<file path="src/rtl/ffn_pkg.sv">
// Shared types and helpers for the ffn streaming front-end.
// No logic, no latency.
// No flow control.
package ffn_pkg;

    localparam int FFN_DATA_WIDTH = 16;
    localparam int FFN_NEURON_NUM = 4;

    typedef enum logic [2:0] {
        ST_IDLE   = 3'd0,
        ST_LOAD_D = 3'd1,
        ST_LOAD_W = 3'd2,
        ST_RUN    = 3'd3,
        ST_DRAIN  = 3'd4
    } ffn_ld_state_e;

    // Bit offset of a slot in a packed vector whose slot 0 sits in the MSBs.
    function automatic int unsigned ffn_slot_lsb(input int unsigned slot,
                                                 input int unsigned nslots,
                                                 input int unsigned width);
        return (nslots - 1 - slot) * width;
    endfunction

    // Bit offset of weight w[row][col] in the row-major packed weight matrix.
    function automatic int unsigned ffn_wslot_lsb(input int unsigned row,
                                                  input int unsigned col,
                                                  input int unsigned n,
                                                  input int unsigned width);
        return ffn_slot_lsb(row * n + col, n * n, width);
    endfunction

endpackage

</file>
<file path="src/rtl/ffn_result_serializer.sv">
// Captures the core accumulator vector and streams its elements out, element 0 first.
// Latency: first word valid the cycle after i_load; one word per cycle when unstalled.
// Backpressure: word and index hold while i_rdy is low; o_last marks the final handshake.
module ffn_result_serializer
    import ffn_pkg::*;
#(
    parameter int DATA_WIDTH = FFN_DATA_WIDTH,
    parameter int NEURON_NUM = FFN_NEURON_NUM
) (
    input  logic                           clk,
    input  logic                           rst,
    input  logic                           i_load,
    input  logic [DATA_WIDTH*NEURON_NUM-1:0] i_acc,
    input  logic                           i_rdy,
    output logic                           o_vld,
    output logic [DATA_WIDTH-1:0]          o_dat,
    output logic                           o_last
);
    localparam int IW = (NEURON_NUM > 1) ? $clog2(NEURON_NUM) : 1;
    localparam logic [IW-1:0] LAST_IDX = IW'(NEURON_NUM - 1);

    logic [DATA_WIDTH*NEURON_NUM-1:0] r_res;
    logic [IW-1:0]                    r_idx;
    logic                             r_vld;
    logic [DATA_WIDTH-1:0]            w_elem [NEURON_NUM];

    for (genvar s = 0; s < NEURON_NUM; s++) begin : g_elem
        assign w_elem[s] = r_res[ffn_slot_lsb(s, NEURON_NUM, DATA_WIDTH) +: DATA_WIDTH];
    end

    assign o_vld  = r_vld;
    assign o_dat  = r_vld ? w_elem[r_idx] : '0;
    assign o_last = r_vld & i_rdy & (r_idx == LAST_IDX);

    // Result capture, element index advance on handshake, valid drop after the last element.
    always_ff @(posedge clk) begin
        if (rst) begin
            r_res <= '0;
            r_idx <= '0;
            r_vld <= 1'b0;
        end else if (i_load) begin
            r_res <= i_acc;
            r_idx <= '0;
            r_vld <= 1'b1;
        end else if (r_vld && i_rdy) begin
            if (r_idx == LAST_IDX) begin
                r_vld <= 1'b0;
            end else begin
                r_idx <= r_idx + 1'b1;
            end
        end
    end

endmodule

</file>
<file path="src/rtl/ffn_stream_loader.sv">
// Deserialises data/weight words for the ffn core, runs it with a timeout, serialises results out.
// Latency: 1 + N + N*N + 1 + core latency + N cycles from start to done_o when unstalled.
// Backpressure: in_ready_o only in load states; result words hold while out_ready_i is low.
module ffn_stream_loader
    import ffn_pkg::*;
#(
    parameter int DATA_WIDTH     = FFN_DATA_WIDTH,
    parameter int NEURON_NUM     = FFN_NEURON_NUM,
    parameter int LAYER_W        = 4,
    parameter int TIMEOUT_CYCLES = 1024
) (
    input  logic                                   clk,
    input  logic                                   rst,
    input  logic                                   start_i,
    input  logic [LAYER_W-1:0]                     layers_i,
    input  logic [DATA_WIDTH-1:0]                  in_data_i,
    input  logic                                   in_valid_i,
    output logic                                   in_ready_o,
    output logic [DATA_WIDTH*NEURON_NUM-1:0]        core_data_o,
    output logic [DATA_WIDTH*NEURON_NUM*NEURON_NUM-1:0] core_weight_o,
    output logic [LAYER_W-1:0]                     core_layers_o,
    output logic                                   core_start_o,
    input  logic [DATA_WIDTH*NEURON_NUM-1:0]        core_acc_i,
    input  logic                                   core_done_i,
    output logic [DATA_WIDTH-1:0]                  out_data_o,
    output logic                                   out_valid_o,
    input  logic                                   out_ready_i,
    output logic                                   busy_o,
    output logic                                   done_o,
    output logic                                   err_o
);
    localparam int N  = NEURON_NUM;
    localparam int DV = DATA_WIDTH * N;
    localparam int WV = DATA_WIDTH * N * N;
    localparam int CW = $clog2(N * N + 1);
    localparam int TW = $clog2(TIMEOUT_CYCLES);
    localparam logic [CW-1:0] LAST_D = CW'(N - 1);
    localparam logic [CW-1:0] LAST_W = CW'(N * N - 1);
    localparam logic [TW-1:0] LAST_T = TW'(TIMEOUT_CYCLES - 1);

    ffn_ld_state_e      r_state, w_state_nxt;
    logic [CW-1:0]      r_cnt;
    logic [TW-1:0]      r_tmo;
    logic [DV-1:0]      r_data, w_data_nxt;
    logic [WV-1:0]      r_weight, w_weight_nxt;
    logic [LAYER_W-1:0] r_layers;
    logic               r_core_start, r_done, r_err;
    logic               w_ld_d, w_ld_w, w_xfer;
    logic               w_start_ok, w_start_bad, w_d_last, w_w_last;
    logic               w_core_done, w_timeout, w_drain_last;

    assign w_ld_d     = (r_state == ST_LOAD_D);
    assign w_ld_w     = (r_state == ST_LOAD_W);
    assign in_ready_o = w_ld_d | w_ld_w;
    assign w_xfer     = in_valid_i & in_ready_o;

    // Word k lands in slot k; every other slot keeps its value.
    for (genvar s = 0; s < N; s++) begin : g_dslot
        localparam int LSB = ffn_slot_lsb(s, N, DATA_WIDTH);
        assign w_data_nxt[LSB +: DATA_WIDTH] = (w_ld_d && w_xfer && r_cnt == CW'(s)) ?
                                               in_data_i : r_data[LSB +: DATA_WIDTH];
    end
    for (genvar r = 0; r < N; r++) begin : g_wrow
        for (genvar c = 0; c < N; c++) begin : g_wcol
            localparam int LSB = ffn_wslot_lsb(r, c, N, DATA_WIDTH);
            assign w_weight_nxt[LSB +: DATA_WIDTH] = (w_ld_w && w_xfer && r_cnt == CW'(r * N + c)) ?
                                                     in_data_i : r_weight[LSB +: DATA_WIDTH];
        end
    end

    // Job state register.
    always_ff @(posedge clk) begin
        if (rst) begin
            r_state <= ST_IDLE;
        end else begin
            r_state <= w_state_nxt;
        end
    end

    // Next-state and job events; done from the core beats a simultaneous timeout.
    always_comb begin
        w_state_nxt = r_state;
        w_start_ok  = 1'b0;
        w_start_bad = 1'b0;
        w_d_last    = 1'b0;
        w_w_last    = 1'b0;
        w_core_done = 1'b0;
        w_timeout   = 1'b0;
        case (r_state)
            ST_IDLE: begin
                if (start_i) begin
                    if (layers_i != '0) begin
                        w_start_ok  = 1'b1;
                        w_state_nxt = ST_LOAD_D;
                    end else begin
                        w_start_bad = 1'b1;
                    end
                end
            end
            ST_LOAD_D: begin
                if (w_xfer && r_cnt == LAST_D) begin
                    w_d_last    = 1'b1;
                    w_state_nxt = ST_LOAD_W;
                end
            end
            ST_LOAD_W: begin
                if (w_xfer && r_cnt == LAST_W) begin
                    w_w_last    = 1'b1;
                    w_state_nxt = ST_RUN;
                end
            end
            ST_RUN: begin
                if (core_done_i) begin
                    w_core_done = 1'b1;
                    w_state_nxt = ST_DRAIN;
                end else if (r_tmo == LAST_T) begin
                    w_timeout   = 1'b1;
                    w_state_nxt = ST_IDLE;
                end
            end
            ST_DRAIN: begin
                if (w_drain_last) begin
                    w_state_nxt = ST_IDLE;
                end
            end
            default: w_state_nxt = ST_IDLE;
        endcase
    end

    // Load registers, word/timeout counters and the registered status pulses.
    always_ff @(posedge clk) begin
        if (rst) begin
            r_data       <= '0;
            r_weight     <= '0;
            r_layers     <= '0;
            r_cnt        <= '0;
            r_tmo        <= '0;
            r_core_start <= 1'b0;
            r_done       <= 1'b0;
            r_err        <= 1'b0;
        end else begin
            r_data       <= w_data_nxt;
            r_weight     <= w_weight_nxt;
            r_core_start <= w_w_last;
            r_done       <= w_start_bad | w_timeout | w_drain_last;
            if (w_start_ok) begin
                r_layers <= layers_i;
                r_err    <= 1'b0;
            end else if (w_start_bad || w_timeout) begin
                r_err <= 1'b1;
            end
            if (w_start_ok || w_d_last || w_w_last) begin
                r_cnt <= '0;
            end else if (w_xfer) begin
                r_cnt <= r_cnt + 1'b1;
            end
            r_tmo <= (r_state == ST_RUN) ? r_tmo + 1'b1 : '0;
        end
    end

    ffn_result_serializer #(
        .DATA_WIDTH (DATA_WIDTH),
        .NEURON_NUM (NEURON_NUM)
    ) u_ser (
        .clk    (clk),
        .rst    (rst),
        .i_load (w_core_done),
        .i_acc  (core_acc_i),
        .i_rdy  (out_ready_i),
        .o_vld  (out_valid_o),
        .o_dat  (out_data_o),
        .o_last (w_drain_last)
    );

    assign core_data_o   = r_data;
    assign core_weight_o = r_weight;
    assign core_layers_o = r_layers;
    assign core_start_o  = r_core_start;
    assign busy_o        = (r_state != ST_IDLE);
    assign done_o        = r_done;
    assign err_o         = r_err;

endmodule
</file>
<file path="config.mk">
export PLATFORM = sky130hd
export DESIGN_NAME = ffn_stream_loader
export DESIGN_NICKNAME = d
export VERILOG_FILES = /design/src/rtl/ffn_pkg.sv /design/src/rtl/ffn_result_serializer.sv /design/src/rtl/ffn_stream_loader.sv
export SDC_FILE = /design/constraint.sdc
export NUM_CORES = 1
export LEC_CHECK = 0
export ABC_AREA = 1
export CAP_MARGIN = 20
export CORE_MARGIN = 8
export CORE_UTILIZATION = 48
export DETAILED_ROUTE_END_ITERATION = 16
export PLACE_DENSITY = 0.81
export SYNTH_ARGS = -nofsm -noshare
export SYNTH_HDL_FRONTEND = slang
export SYNTH_SLANG_ARGS = --single-unit
</file>
<file path="constraint.sdc">
create_clock -name clk -period 2.4 [get_ports clk]
set_clock_uncertainty 0.05 [all_clocks]
set_input_delay 0.48 -clock clk [delete_from_list [all_inputs] [get_ports clk]]
set_output_delay 0.48 -clock clk [all_outputs]
set_load 0.005 [all_outputs]
</file>
==> metrics.csv <==
metric,value,unit
dr.pass1.iters,6,
syn_area,15200,um^2
wl_per_cell,20.0,um
maxSlewViolCount,0,
cts-root-buf,clkbuf_16,
grt_pass1_wl,85600,um
cellPowerDensity,732,nW/um^2
antenna_found_initial,0,
grtUsageTotal,0.285,
syn_to_final_growth,41.7,%
drtAntennaViolNets,0,
required,1870,ps
period_share,1.01,
worstHoldStart,u_ser.r_res[21],
crit_slowest_cell,dfxtp_2,
r2r-start,r_state[2],
critPathArrivalTime,1900,ps
rsz0062_at_grt,true,
fin_nets,2512,
drc_errors,0,
hp-class,reg -> reg,
clkTransAtPathRegs,60,ps
fin_util,0.687,
hold_end,u_ser.r_res[21],
die_y,194,um
hold_buffers,0,
fin_area,21500,um^2
gr-total-overflow,0,
grt_max_degree,115,
path_cells,"inv_1, buf_12, a21oi_1, o21ai_1, a21oi_2, dlygate4sd2_1",
dpl.cell_count,2771,
fp.dieW,194,um
r2r_slack,300,ps
synth_warnings,0,
end_kind,output pin,
fmax,412,MHz
path_buf_inv,3,
holdWs,404,ps
cts_max_path_buffers,3,
drtIter0Drc,1058,
worst_slew_pin_slew,663,ps
syn_inst,2006,
core,31300,um^2
violations,negative setup slack,
holdPathStages,2,
reg2reg_to,core_weight_o[242],
start_util,0.485,
stdcell_count,2847,
dieArea,37600,um^2
final_common_cell,nor2_1,
nFillCells,2412,
place_area,20100,um^2
vias,15500,
yosysSeqAreaShare,0.543,
worst-setup-path-type,reg -> out,
hold_viol_final,0,
gp_congestion,0.913,
numPortBuffers,435,
final-setup-viol-count,1,
final.setup.worst_slack,-28.2,ps
min_period,2430,ps
relSlewSlack,0.558,
cp_max_fo,22,
cts_max_level,2,
fin_total_pwr,15700,uW
cts_tree,yes,
start_kind,register,
max_cap_violations,0,
insertedDiodeCount,0,
ys_seq_elements,412,
ir_drop,0.000555,V
path_delay_family,compound AO/OA/AOI/OAI gates,
dpl.hpwl,38800,um
numCtsBuffers,41,
avgViaCountPerCell,5.44,
final_layout_size_suffix_gt1_frac,0.0761,
io_pins,436,
outcome,"finished, violations left",
num_rows,65,
leakagePower,0.00809,uW
synth_cell_types,28,
syn_avg_cell_area,7.57,um^2
grt_pass1_vias,14900,
synth_nets,2103,
wirelength,57000,um
clock-sinks,412,
critical_path.max_stage_delay,330,ps
clock_latency,530,ps
reg2regPathDepth,8,
final_cell_mix,"618 x nor2_1, 417 x clkdlybuf4s50_1, 410 x dfxtp_1",
where the power goes:
part	total, uW	internal (uW)	switching, uW
clock	6550	3880	2670
combinational	1940	809	1130
sequential	7250	7100	154
cells in the mapped netlist, drive strengths merged:
| library cell | count | area [um^2] |
|---|---|---|
| nor2 | 626 | 2400 |
| nor4 | 1 | 21.3 |
| nand3b | 2 | 15.0 |
| nand2 | 145 | 547 |
| o21ai | 362 | 1810 |
| nand4 | 5 | 31.3 |
| a211oi | 2 | 15.0 |
| inv | 82 | 308 |
| clkinv | 2 | 7.51 |
| xnor2 | 1 | 8.76 |
| xor2 | 3 | 26.3 |
| a21oi | 154 | 771 |
| nand3 | 51 | 265 |
| or2 | 2 | 12.5 |
| dfxtp | 412 | 8250 |
| clkbuf | 124 | 469 |
| nor3 | 4 | 25.0 |
| ha | 7 | 87.6 |
| buf | 21 | 110 |
worst register-to-register path, stage by stage, from the launching register on:
cell and delay, ps:
dfxtp_1 340, nor2_2 170, nand2_2 120, nor2_4 210
buf_4 240, nand2_1 340, inv_2 360, nor2_1 80
nor2_1 130
cell families (layout without fill, tap and decap cells):
| logic type | Yosys count | after routing | synth area share |
|---|---|---|---|
| flops | 412 | 412 | 0.543 |
| fa+ha+maj | 7 | 7 | 0.00577 |
| compound gates | 518 | 518 | 0.171 |
| simple gates | 836 | 836 | 0.219 |
| xor+xnor | 4 | 4 | 0.00231 |
| buf+inv | 229 | 668 | 0.0589 |
worst max path at each step:
stage                   start                  to  depth (start not counted)
2_1_floorplan        r_cnt[0]          r_state[0]                         12
4_1_cts        u_ser.r_idx[0]      out_data_o[11]                          5
6_report       u_ser.r_idx[0]      out_data_o[13]                          6
3_3_place_gp       in_valid_i  core_weight_o[252]                          8
3_5_place_dp       in_valid_i  core_weight_o[242]                          8
5_1_grt        u_ser.r_idx[0]      out_data_o[13]                          6
state kept, by name, summed over array words and instances (netlist names):
signal	count
core_data_o	64
u_ser.r_idx	2
core_layers_o	4
done_o	1
err_o	1
r_cnt	5
core_start_o	1
u_ser.o_vld	1
core_weight_o	256
r_state	3
u_ser.r_res	64
r_tmo	10
metal layers:
| layer | track usage | part of all wire | vias up |
|---|---|---|---|
| met5 | 0 | 0 | - |
| met4 | 0.141 | 0.053 | 0 |
| met3 | 0.0951 | 0.11 | 167 |
| met2 | 0.461 | 0.45 | 815 |
| met1 | 0.336 | 0.38 | 7230 |
| li1 | - | - | 7272 |
final cells by class:
type,count,area [um^2],share of cell area
clock buffers,63,1200,0.0557
inverters,84,324,0.0151
well taps,402,503,0.0234
clock inverters,10,165,0.00768
flip-flops and latches,412,8250,0.384
repair buffers,510,4980,0.232
repair inverters,1,7.51,0.000349
multi-input cells,1365,6080,0.283
timing repair:
action	in CTS	in global routing
buffers inserted	2	0
pin swaps	4	5
endpoints found under the setup margin	17	15
gates resized for setup	52	22
gates cloned	1	0
per-stage QoR:
step                setup WS, ps  TNS, ps
floorplan                    493        0
global placement           -77.4    -1180
detailed placement          -183    -3150
CTS                        -46.6     -124
global route               -83.1     -311
finish                     -28.2    -28.2
Power figures use the tool's default switching activity.
